`src/rtl/remap_table_ctrl_pkg.sv`:
```
`default_nettype none
// ============================================================================
// Module      : remap_table_ctrl_pkg
// Description : Shared constants, types and helpers for the virtual-to-flash
//               page remapping table. Holds the default geometry, the
//               controller state encoding and the rotating index helper.
// Revision    : 1.0 - initial parametrised release
// ============================================================================
package remap_table_ctrl_pkg;

    localparam int unsigned DEF_VPAGES    = 256;
    localparam int unsigned DEF_NBLK      = 32;
    localparam int unsigned DEF_PPB       = 16;
    localparam int unsigned DEF_GC_THRESH = 4;

    typedef logic [$clog2(DEF_VPAGES)-1:0]                  virtual_addr_t;
    typedef logic [$clog2(DEF_NBLK)-1:0]                    block_t;
    typedef logic [$clog2(DEF_NBLK)+$clog2(DEF_PPB)-1:0]    flash_addr_t;

    typedef enum logic [1:0] {
        ST_IDLE   = 2'd0,
        ST_ALLOC  = 2'd1,
        ST_UPDATE = 2'd2,
        ST_ERASE  = 2'd3
    } rt_state_t;

    // Increment an index modulo n (n need not be a power of two).
    function automatic int unsigned wrap_inc(input int unsigned idx, input int unsigned n);
        return (idx + 32'd1 >= n) ? 32'd0 : idx + 32'd1;
    endfunction

endpackage
`default_nettype wire

```
`src/rtl/remap_free_scan.sv`:
```
`default_nettype none
// ============================================================================
// Module      : remap_free_scan
// Description : Rotating free-block finder. Tests one candidate block against
//               the free bitmap and produces the next candidate, wrapping
//               NBLK-1 -> 0.
// Ports       : cand      in  BAW   block index under test
//               free_map  in  NBLK  1 = block is free
//               cand_free out 1     candidate is free
//               next_cand out BAW   candidate to test next
// Revision    : 1.0 - initial release
// ============================================================================
module remap_free_scan
    import remap_table_ctrl_pkg::*;
#(
    parameter  int unsigned NBLK = DEF_NBLK,
    localparam int unsigned BAW  = $clog2(NBLK)
) (
    input  logic [BAW-1:0]  cand,
    input  logic [NBLK-1:0] free_map,
    output logic            cand_free,
    output logic [BAW-1:0]  next_cand
);

    assign cand_free = free_map[cand];
    assign next_cand = BAW'(wrap_inc(32'(cand), NBLK));

endmodule
`default_nettype wire

```
`src/rtl/remap_table_ctrl.sv`:
```
`default_nettype none
// ============================================================================
// Module      : remap_table_ctrl
// Description : Virtual-to-flash page remapping table. Keeps the L2P map,
//               per-block valid-page counts and a free-block bitmap; allocates
//               pages sequentially inside one active block.
// Ports       : CLK/RST                 clock, synchronous active-high reset
//               lk_req/lk_vaddr         lookup request (any state)
//               lk_done/lk_hit/lk_paddr registered lookup result
//               wr_req/wr_gc/wr_vaddr   host write or GC relocation
//               wr_ready                controller idle
//               wr_done/wr_paddr        write completion and allocated page
//               er_req/er_blk           erase-complete notification
//               er_done/error           erase accepted / request rejected
//               active_blk              block being filled
//               vcnt_blk/vcnt           valid-page count query
//               free_blks/page_used     occupancy counters
//               gc_needed               free_blks below GC_THRESH
// Revision    : 1.0 - initial parametrised release
// ============================================================================
module remap_table_ctrl
    import remap_table_ctrl_pkg::*;
#(
    parameter  int unsigned VPAGES    = DEF_VPAGES,
    parameter  int unsigned NBLK      = DEF_NBLK,
    parameter  int unsigned PPB       = DEF_PPB,
    parameter  int unsigned GC_THRESH = DEF_GC_THRESH,
    localparam int unsigned VAW       = $clog2(VPAGES),
    localparam int unsigned BAW       = $clog2(NBLK),
    localparam int unsigned POW       = $clog2(PPB),
    localparam int unsigned PAW       = BAW + POW
) (
    input  logic           CLK,
    input  logic           RST,
    input  logic           lk_req,
    input  logic [VAW-1:0] lk_vaddr,
    output logic           lk_done,
    output logic           lk_hit,
    output logic [PAW-1:0] lk_paddr,
    input  logic           wr_req,
    input  logic           wr_gc,
    input  logic [VAW-1:0] wr_vaddr,
    output logic           wr_ready,
    output logic           wr_done,
    output logic [PAW-1:0] wr_paddr,
    input  logic           er_req,
    input  logic [BAW-1:0] er_blk,
    output logic           er_done,
    output logic           error,
    output logic [BAW-1:0] active_blk,
    input  logic [BAW-1:0] vcnt_blk,
    output logic [POW:0]   vcnt,
    output logic [BAW:0]   free_blks,
    output logic [VAW:0]   page_used,
    output logic           gc_needed
);

    localparam logic [POW:0] c_wp_full   = (POW+1)'(PPB);
    localparam logic [POW:0] c_vone      = (POW+1)'(1);
    localparam logic [BAW:0] c_bone      = (BAW+1)'(1);
    localparam logic [VAW:0] c_uone      = (VAW+1)'(1);
    localparam logic [BAW:0] c_gc_thresh = (BAW+1)'(GC_THRESH);
    localparam logic [BAW:0] c_free_rst  = (BAW+1)'(NBLK - 1);

    rt_state_t         r_state;
    rt_state_t         w_next_state;

    logic [VPAGES-1:0] r_map_valid;
    logic [PAW-1:0]    r_map_pa [VPAGES];
    logic [POW:0]      r_vcnt   [NBLK];
    logic [NBLK-1:0]   r_free;
    logic [BAW:0]      r_free_blks;
    logic [VAW:0]      r_page_used;
    logic [BAW-1:0]    r_active_blk;
    logic [BAW-1:0]    r_scan;
    logic [BAW-1:0]    r_er_blk;
    logic [POW:0]      r_wp;
    logic [VAW-1:0]    r_vaddr;

    logic              r_lk_done;
    logic              r_lk_hit;
    logic [PAW-1:0]    r_lk_paddr;
    logic              r_wr_done;
    logic [PAW-1:0]    r_wr_paddr;
    logic              r_er_done;
    logic              r_error;

    logic              w_er_bad;
    logic              w_wp_full;
    logic              w_no_free;
    logic              w_acc_er;
    logic              w_acc_wr;
    logic              w_go_alloc;
    logic              w_reject;
    logic              w_cand_free;
    logic [BAW-1:0]    w_scan_in;
    logic [BAW-1:0]    w_next_cand;
    logic              w_old_valid;
    logic [BAW-1:0]    w_old_blk;
    logic [PAW-1:0]    w_new_pa;
    logic [NBLK-1:0]   w_vinc;
    logic [NBLK-1:0]   w_vdec;
    logic              w_unused_gc;

    // Relocations and host writes share one path; the flag is not needed here.
    assign w_unused_gc = wr_gc;

    assign w_er_bad    = (er_blk == r_active_blk) || r_free[er_blk] || (r_vcnt[er_blk] != '0);
    assign w_wp_full   = (r_wp == c_wp_full);
    assign w_no_free   = (r_free_blks == '0);
    assign w_old_valid = r_map_valid[r_vaddr];
    assign w_old_blk   = r_map_pa[r_vaddr][PAW-1 -: BAW];
    assign w_new_pa    = {r_active_blk, r_wp[POW-1:0]};

    // Outside ALLOC the finder is fed the active block, so its next candidate
    // is the scan start point (active_blk + 1, wrapped).
    assign w_scan_in = (r_state == ST_ALLOC) ? r_scan : r_active_blk;

    remap_free_scan #(
        .NBLK      (NBLK)
    ) u_free_scan (
        .cand      (w_scan_in),
        .free_map  (r_free),
        .cand_free (w_cand_free),
        .next_cand (w_next_cand)
    );

    // ---------------- state register ----------------
    always_ff @(posedge CLK) begin
        if (RST) begin
            r_state <= ST_IDLE;
        end else begin
            r_state <= w_next_state;
        end
    end

    // ---------------- next-state logic ----------------
    always_comb begin
        w_next_state = r_state;
        case (r_state)
            ST_IDLE: begin
                if (w_acc_er) begin
                    w_next_state = ST_ERASE;
                end else if (w_acc_wr) begin
                    w_next_state = w_go_alloc ? ST_ALLOC : ST_UPDATE;
                end
            end
            ST_ALLOC: begin
                if (w_cand_free) begin
                    w_next_state = ST_UPDATE;
                end
            end
            ST_UPDATE: w_next_state = ST_IDLE;
            ST_ERASE:  w_next_state = ST_IDLE;
            default:   w_next_state = ST_IDLE;
        endcase
    end

    // ---------------- output / decode logic ----------------
    // Erase wins over write; a rejected request leaves the FSM in IDLE.
    always_comb begin
        wr_ready   = (r_state == ST_IDLE);
        w_acc_er   = 1'b0;
        w_acc_wr   = 1'b0;
        w_go_alloc = 1'b0;
        w_reject   = 1'b0;
        if (r_state == ST_IDLE) begin
            if (er_req) begin
                w_reject = w_er_bad;
                w_acc_er = !w_er_bad;
            end else if (wr_req) begin
                w_reject   = w_wp_full && w_no_free;
                w_acc_wr   = !(w_wp_full && w_no_free);
                w_go_alloc = w_wp_full && !w_no_free;
            end
        end
    end

    // Per-block count deltas for the UPDATE cycle; when the old page sits in
    // the active block both bits hit the same counter and cancel.
    always_comb begin
        w_vinc = '0;
        w_vdec = '0;
        if (r_state == ST_UPDATE) begin
            w_vinc[r_active_blk] = 1'b1;
            if (w_old_valid) begin
                w_vdec[w_old_blk] = 1'b1;
            end
        end
    end

    // ---------------- map data (no reset; qualified by r_map_valid) ----------------
    always_ff @(posedge CLK) begin
        if (r_state == ST_UPDATE) begin
            r_map_pa[r_vaddr] <= w_new_pa;
        end
    end

    // ---------------- datapath ----------------
    always_ff @(posedge CLK) begin
        if (RST) begin
            r_map_valid  <= '0;
            for (int b = 0; b < NBLK; b++) begin
                r_vcnt[b] <= '0;
            end
            r_free       <= {{(NBLK-1){1'b1}}, 1'b0};
            r_free_blks  <= c_free_rst;
            r_page_used  <= '0;
            r_active_blk <= '0;
            r_wp         <= '0;
            r_scan       <= '0;
            r_vaddr      <= '0;
            r_er_blk     <= '0;
            r_lk_done    <= 1'b0;
            r_lk_hit     <= 1'b0;
            r_lk_paddr   <= '0;
            r_wr_done    <= 1'b0;
            r_wr_paddr   <= '0;
            r_er_done    <= 1'b0;
            r_error      <= 1'b0;
        end else begin
            // Lookup reads the pre-update contents, so a same-cycle UPDATE
            // of the same vaddr returns the old mapping.
            r_lk_done  <= lk_req;
            r_lk_hit   <= lk_req && r_map_valid[lk_vaddr];
            r_lk_paddr <= (lk_req && r_map_valid[lk_vaddr]) ? r_map_pa[lk_vaddr] : '0;

            r_wr_done <= (r_state == ST_UPDATE);
            r_er_done <= (r_state == ST_ERASE);
            r_error   <= w_reject;

            if (w_acc_wr) begin
                r_vaddr <= wr_vaddr;
            end
            if (w_acc_er) begin
                r_er_blk <= er_blk;
            end
            if (w_go_alloc) begin
                r_scan <= w_next_cand;
            end

            if (r_state == ST_ALLOC) begin
                if (w_cand_free) begin
                    r_free[r_scan] <= 1'b0;
                    r_free_blks    <= r_free_blks - c_bone;
                    r_active_blk   <= r_scan;
                    r_wp           <= '0;
                end else begin
                    r_scan <= w_next_cand;
                end
            end

            if (r_state == ST_UPDATE) begin
                r_map_valid[r_vaddr] <= 1'b1;
                r_wp                 <= r_wp + c_vone;
                r_wr_paddr           <= w_new_pa;
                if (!w_old_valid) begin
                    r_page_used <= r_page_used + c_uone;
                end
            end

            if (r_state == ST_ERASE) begin
                r_free[r_er_blk] <= 1'b1;
                r_free_blks      <= r_free_blks + c_bone;
            end

            for (int b = 0; b < NBLK; b++) begin
                if (w_vinc[b] && !w_vdec[b]) begin
                    r_vcnt[b] <= r_vcnt[b] + c_vone;
                end else if (w_vdec[b] && !w_vinc[b]) begin
                    r_vcnt[b] <= r_vcnt[b] - c_vone;
                end
            end
        end
    end

    // A valid old mapping always points at a block holding at least that page.
    a_vcnt_no_underflow: assert property (@(posedge CLK) disable iff (RST)
        ((r_state == ST_UPDATE) && w_old_valid) |-> (r_vcnt[w_old_blk] != '0));

    assign lk_done    = r_lk_done;
    assign lk_hit     = r_lk_hit;
    assign lk_paddr   = r_lk_paddr;
    assign wr_done    = r_wr_done;
    assign wr_paddr   = r_wr_paddr;
    assign er_done    = r_er_done;
    assign error      = r_error;
    assign active_blk = r_active_blk;
    assign vcnt       = r_vcnt[vcnt_blk];
    assign free_blks  = r_free_blks;
    assign page_used  = r_page_used;
    assign gc_needed  = (r_free_blks < c_gc_thresh);

endmodule
`default_nettype wire

```
`config.mk`:
```
export PLATFORM = sky130hd
export DESIGN_NAME = remap_table_ctrl
export DESIGN_NICKNAME = d
export VERILOG_FILES = /design/src/rtl/remap_table_ctrl_pkg.sv /design/src/rtl/remap_free_scan.sv /design/src/rtl/remap_table_ctrl.sv
export SDC_FILE = /design/constraint.sdc
export NUM_CORES = 2
export LEC_CHECK = 0
export ABC_CLOCK_PERIOD_IN_PS = 15400
export CAP_MARGIN = 30
export CORE_UTILIZATION = 50
export CTS_CLUSTER_SIZE = 12
export DETAILED_ROUTE_END_ITERATION = 16
export MAX_ROUTING_LAYER = met4
export PLACE_DENSITY = 0.65
export SYNTH_ARGS = -nofsm -noshare
export SYNTH_HDL_FRONTEND = slang
export SYNTH_SLANG_ARGS = --single-unit
export TNS_END_PERCENT = 5
```
`constraint.sdc`:
```
create_clock -name CLK -period 15.4 [get_ports CLK]
set_clock_uncertainty 0.1 [all_clocks]
set_input_delay 3.08 -clock CLK [delete_from_list [all_inputs] [get_ports CLK]]
set_output_delay 3.08 -clock CLK [all_outputs]
set_load 0.01 [all_outputs]
```
* Word level (Yosys, flattened, before mapping)
Memory sizes are Yosys's and may differ from the RTL's. A register that Yosys moved wholly into a read port is not among the register bits.
Cells that the tools add are included.
** Storage, ports and cells
- RAM bits :: 2464
- Output and inout port bits :: 50
- Memories kept :: 2
- Register bits after elaboration :: 347
- Logic and storage cells :: 681
** Operators by class
- Muxes and demuxes :: 345
- Add/subtract/negate cells :: 69
- Order comparisons :: 15
- Reduce and logical (&&, ||, !) cells :: 156
- Equality and inequality tests :: 7
- Bitwise gates (word level) :: 71
** Memories
- r_map_pa :: depth 256, bits a word 9, rd ports 2, clocked after Yosys merged registers in 2, write ports 1, line remap_table_ctrl.sv:69 : logic [PAW-1:0] r_map_pa [VPAGES];
- r_vcnt :: depth 32, bits a word 5, rd ports 34, clocked after Yosys merged registers in 0, write ports 32, line remap_table_ctrl.sv:70 : logic [POW:0] r_vcnt [NBLK];
** Operator list (count)
- 5-bit 2-to-1 mux :: 72
- 256-bit bitwise OR :: 1
- 1-bit 2-to-1 mux :: 247
- 32-bit 2-to-1 mux :: 7
- 5-bit by 1-bit adder with 5-bit output, second input constant :: 33
- 5-bit by 1-bit subtractor with 5-bit output, second input constant :: 32
- 1-bit logical AND :: 72
- 1-bit logical NOT :: 67
- 1-bit bitwise OR :: 64
- 5-bit by 6-bit less-than comparator with 1-bit output, second input constant :: 6
- 32-bit AND :: 1
- 32-bit NOT :: 1
- 32-bit bitwise OR :: 1
- 1-bit demux with 5-bit select :: 4
- 5-bit by 1-bit >= comparator with 1-bit output, second input constant :: 4
- 8-bit by 9-bit less-than comparator with 1-bit output, second input constant :: 2
- 6-bit 2-to-1 mux :: 3
- 1-bit binary-select mux with 8-bit select :: 2
- 8-bit 2-to-1 mux :: 2
- 1-bit binary-select mux with 5-bit select :: 2
- 2-bit AND reduction :: 5
- 9-bit by 1-bit adder with 9-bit output, second input constant :: 1
- 1-bit demux with 8-bit select :: 1
- 8-bit by 1-bit >= comparator with 1-bit output, second input constant :: 1
- other kinds (20) :: 32

* Longest topological paths before layout
- Depth in word-level cells :: 13
- Gate-level depth with buffers :: 26
- Depth with buffers taken out :: 17

* Modules after synthesis
From an unflattened synthesis, not the netlist that was laid out.
** Second synthesis, totals
- Cells, all modules :: 7103
- Area total of the unflattened synthesis :: 128441.9 µm²
** By module, submodules not included
- remap_table_ctrl :: times used 1, cells each 7048, area each 128037.8 µm²
- remap_free_scan :: times used 1, cells each 55, area each 404.1 µm²

* Least setup slack after synthesis
Ideal clock, no wire load.
- Path type :: input to output
- From :: in vcnt_blk[0]
- To :: out vcnt[4]
- Data arrival time :: 4903 ps
- Stages on the path :: 4
- Path slack :: 7317 ps
- Cell sequence :: buf_1 mux4_2 mux4_2 mux2_2
** On the way
- Word-level cells in the longest chain between the ends :: 1
** RTL lines
- start, declared :: line remap_table_ctrl.sv:51 : input logic [BAW-1:0] vcnt_blk,
- memory read 32 x 5 bit
- end, declared :: line remap_table_ctrl.sv:52 : output logic [POW:0] vcnt,
No other way between the ends.

* Worst setup path after layout
- From :: in vcnt_blk[0]
- To :: out vcnt[2]
The elaborated chain is that of the path after synthesis.

==> qor.log <==
[layout] sequential standard cell area 81300 um^2
[layout] most common cell after layout, fill and taps aside sky130_fd_sc_hd__edfxtp_1
[global_routing] routing layer with the top usage in global route met2
[drt] first-pass iteration count of the detailed router 8
[critical_path] CP Data Arrival Time 5.87 ns
[logic_synthesis] Gate Count Post-Synth 7058
[clock_tree] Clock H-tree levels 5
[logic_synthesis] sequential area share after synthesis 0.632
[timing] RSZ-0062 raised after global routing false
[global_routing] antenna violations before repair 29
[drt] via count normalized by instance count 6.87
[clock_tree] maximum clock path buffer count 4
[clock_tree] clock tree from TritonCTS built
[clock_tree] clock slew at the register clock pins of the worst setup and hold paths 0.06 ns
[timing] Setup TNS 0 ns
[placed_design] IO Port Bufs 80
[global_routing] total routing resource utilization after global routing 0.310
[die] Die W 509 um
[critical_path] required time at the worst-slack endpoint 12.22 ns
[clock_tree] Post-CTS Repair Setup Buffers 0
[layout] NumNets Final 7534
[timing] post-layout minimum cycle time 9.05 ns
[layout] Filler Cell Count 19184
[logic_synthesis] multiplexer area fraction after synthesis 0.235
[timing] final period utilization 0.588
[layout] share of final-layout standard cells stronger than drive strength 1 0.291
[global_routing] total overflow reported by the global router 0
[global_routing] number of global-route vias before repair 74231
[timing] achievable frequency 0.111 GHz
[critical_path] kind of end point of the critical path output pin
[clock_tree] clock latency on the worst-skew pair 0.95 ns
[die] I/O pin count 82
[global_routing] global-route wire length before repair 549000 um
[clock_tree] buffer type at the clock tree root sky130_fd_sc_hd__clkbuf_16
[logic_synthesis] simple-gate area share of the yosys netlist 0.0429
[timing] relative max-transition margin -0.0368
[layout] most frequent cells in the layout sky130_fd_sc_hd__edfxtp_1 (2464), sky130_fd_sc_hd__mux4_2 (1270), sky130_fd_sc_hd__nor2_1 (450)
[outcome] failing checks slew limit
[hold_path] class of the most critical hold timing path reg2reg
[logic_synthesis] Synth Area in Compound Gates 0.0472
[critical_path] category of the worst setup path launch point input pin
[power] static leakage 0.0470 uW
[timing] Slew @ Worst Pin 1.56 ns
[logic_synthesis] share of flip-flops with an asynchronous set or reset after synthesis 0
[logic_synthesis] per-instance average area after synthesis 18.2 um^2
[clock_tree] CTS sink count 2828
[power] total power density per cell area 120 nW/um^2
[run] count of maximum capacitance violations 0
[die] Std-Cell Rows 185
[timing] number of hold-slack violations in the final timing report 0
[global_routing] pin count of the biggest net entering global routing 241
[clock_tree] count of instances resized after the clock tree is built 0
[global_routing] global routing usage on met2 0.470
[global_routing] met1 GRT Util 0.409
[critical_path] startpoint-to-endpoint class of the critical path in2out
[drt] initial DRC count 10802
[timing] final setup violation count 0
[die] starting utilization of the core area 0.505
[placed_design] Detail Placement HPWL 253000 um
[die] vertical die dimension 509 um
[critical_path] maximum fanout along the worst path 40
[power] total power 17300 uW
[logic_synthesis] net count of the mapped netlist 7229
[logic_synthesis] top_reg_cell synth sky130_fd_sc_hd__edfxtp_1
[clock_tree] number of buffers inserted for hold repair after clock tree synthesis 0
[placed_design] weighted congestion at the end of routability-driven global placement 0.934
[logic_synthesis] number of synthesized register bits 2828
[layout] area of the multi-input gates 44800 um^2
[drt] Routed Wire Length 389000 um
[clock_tree] number of buffers added by the clock tree synthesis step 317
[outcome] status complete, but fails checks
[global_routing] GRT met3 Usage 0.0698
[logic_synthesis] adder and majority cell fraction of the synthesized area 0.0154
[die] area of the die 259000 um^2
[timing] Final Slew Violations 64
[logic_synthesis] main combinational cell family by area after synthesis multiplexers
[die] Core ar. 255000 um^2
[logic_synthesis] number of distinct library cells after synthesis 96
[logic_synthesis] Cell Area, Synth 129000 um^2
[logic_synthesis] Yosys warnings 0
[drt] number of DRC violations after detailed routing 0
[power] IR Drop Worst-Case VDD 0.117 mV
[drt] Routed WL per cell 35.4 um
[drt] number of vias in the routed layout 75486
[layout] Layout Area Growth over Synthesis 12.3%
[logic_synthesis] xor-xnor portion of the synthesized cell area 0.00742
[logic_synthesis] number of flops mapped to enable cells by yosys 2464
[drt] Post-DRT Antenna Nets 0
[critical path, stage by stage]
cell and delay, ns:
sky130_fd_sc_hd__buf_2 0.08, sky130_fd_sc_hd__buf_4 0.61, sky130_fd_sc_hd__mux4_2 0.66, sky130_fd_sc_hd__mux4_2 0.59, sky130_fd_sc_hd__mux2_2 0.31, sky130_fd_sc_hd__clkdlybuf4s50_1 0.49
[cells in the mapped netlist (12+ instances only)]
cell	number	area, um^2
sky130_fd_sc_hd__buf_4	25	188
sky130_fd_sc_hd__a21oi_1	128	641
sky130_fd_sc_hd__dfxtp_1	364	7290
sky130_fd_sc_hd__o31ai_1	12	90.1
sky130_fd_sc_hd__buf_2	49	245
sky130_fd_sc_hd__a211oi_1	55	413
sky130_fd_sc_hd__mux4_2	1270	28600
sky130_fd_sc_hd__nor3b_1	24	180
sky130_fd_sc_hd__mux2i_1	141	1410
sky130_fd_sc_hd__xor2_1	66	578
sky130_fd_sc_hd__nand2_1	179	672
sky130_fd_sc_hd__ha_1	107	1340
sky130_fd_sc_hd__edfxtp_1	2464	74000
sky130_fd_sc_hd__nand4_1	32	200
sky130_fd_sc_hd__nor2_1	471	1770
sky130_fd_sc_hd__inv_1	81	304
sky130_fd_sc_hd__or4_1	29	218
sky130_fd_sc_hd__a22oi_1	82	616
sky130_fd_sc_hd__and2_1	12	75.1
sky130_fd_sc_hd__fa_1	32	641
sky130_fd_sc_hd__nor4_1	33	206
sky130_fd_sc_hd__nand3_1	85	425
sky130_fd_sc_hd__xnor2_1	43	377
sky130_fd_sc_hd__a21o_1	62	465
sky130_fd_sc_hd__o22ai_1	22	138
sky130_fd_sc_hd__o21a_1	241	1810
sky130_fd_sc_hd__and3_1	32	200
sky130_fd_sc_hd__buf_1	91	342
sky130_fd_sc_hd__clkbuf_1	302	1130
sky130_fd_sc_hd__nor2b_1	50	313
sky130_fd_sc_hd__a221o_1	33	330
sky130_fd_sc_hd__a31oi_1	16	100
sky130_fd_sc_hd__nor3_1	58	290
sky130_fd_sc_hd__o211ai_1	22	165
sky130_fd_sc_hd__mux2_2	13	146
sky130_fd_sc_hd__or3_1	35	219
sky130_fd_sc_hd__buf_6	19	214
sky130_fd_sc_hd__nand2b_1	26	163
sky130_fd_sc_hd__o21ai_0	61	305
sky130_fd_sc_hd__or2_2	13	81.3
[where the power goes]
group	leakage, uW	internal, uW	switching, uW
combinational	0.0164	635	1070
sequential	0.0259	8340	99.4
clock	0.00468	4130	2990
[per-layer routing]
layer	up-vias	part of all wire
li1	30065	-
met1	39960	0.38
met2	4617	0.47
met3	844	0.11
met4	0	0.043
met5	-	0
[final cells by class]
class                   instances  share of cell area
flip-flops and latches       2828               0.563
multi-input cells            3648               0.310
clock buffers                 448              0.0612
well taps                    3366              0.0292
repair buffers                483              0.0285
clock inverters                88             0.00501
inverters                      85             0.00226
diodes                         35            0.000606
[state kept, by name, indices dropped and copies added (netlist names), 2 cells and up, named ones only]
register,cells
r_map_pa,2304
r_map_valid,256
r_vcnt,160
r_free,32
lk_paddr,9
page_used,9
wr_paddr,9
r_vaddr,8
free_blks,6
active_blk,5
r_er_blk,5
r_scan,5
r_wp,5
r_state,2
[per-stage QoR]
stage / cells / setup WS, ns / hold WS [ns] / instance area (um^2) / utilization
3_3_place_gp: 10369 / 6.42 / 0.358 / 134000 / 0.527
5_1_grt: 10972 / 6.27 / 0.400 / 144000 / 0.567
6_report: 10981 / 6.35 / 0.384 / 144000 / 0.567
4_1_cts: 10933 / 6.38 / 0.385 / 144000 / 0.566
2_1_floorplan: 7058 / 7.32 / 0.352 / 129000 / -
3_5_place_dp: 10397 / 6.38 / 0.370 / 135000 / 0.528
[worst paths after layout]
check / start / to / slack (ns) / cells past startpoint
setup / recovery: vcnt_blk[0] / vcnt[2] / 6.35 / 6
hold / removal: r_map_valid[228] / r_map_valid[228] / 0.38 / 1
setup reg to reg: flop / r_vcnt[22][4] / 6.76 / 17
hold reg to reg: r_map_valid[228] / r_map_valid[228] / 0.38 / 1
[cells by family (layout without fill, tap and decap cells)]
logic type	after synthesis	count (layout)
compound gates	843	843
buf+inv	582	1104
mux	1425	1425
flops	2828	2828
fa+ha+maj	139	139
xor+xnor	109	109
simple gates	1132	1132
other cells	0	35
(Power assumes the default switching activity.)
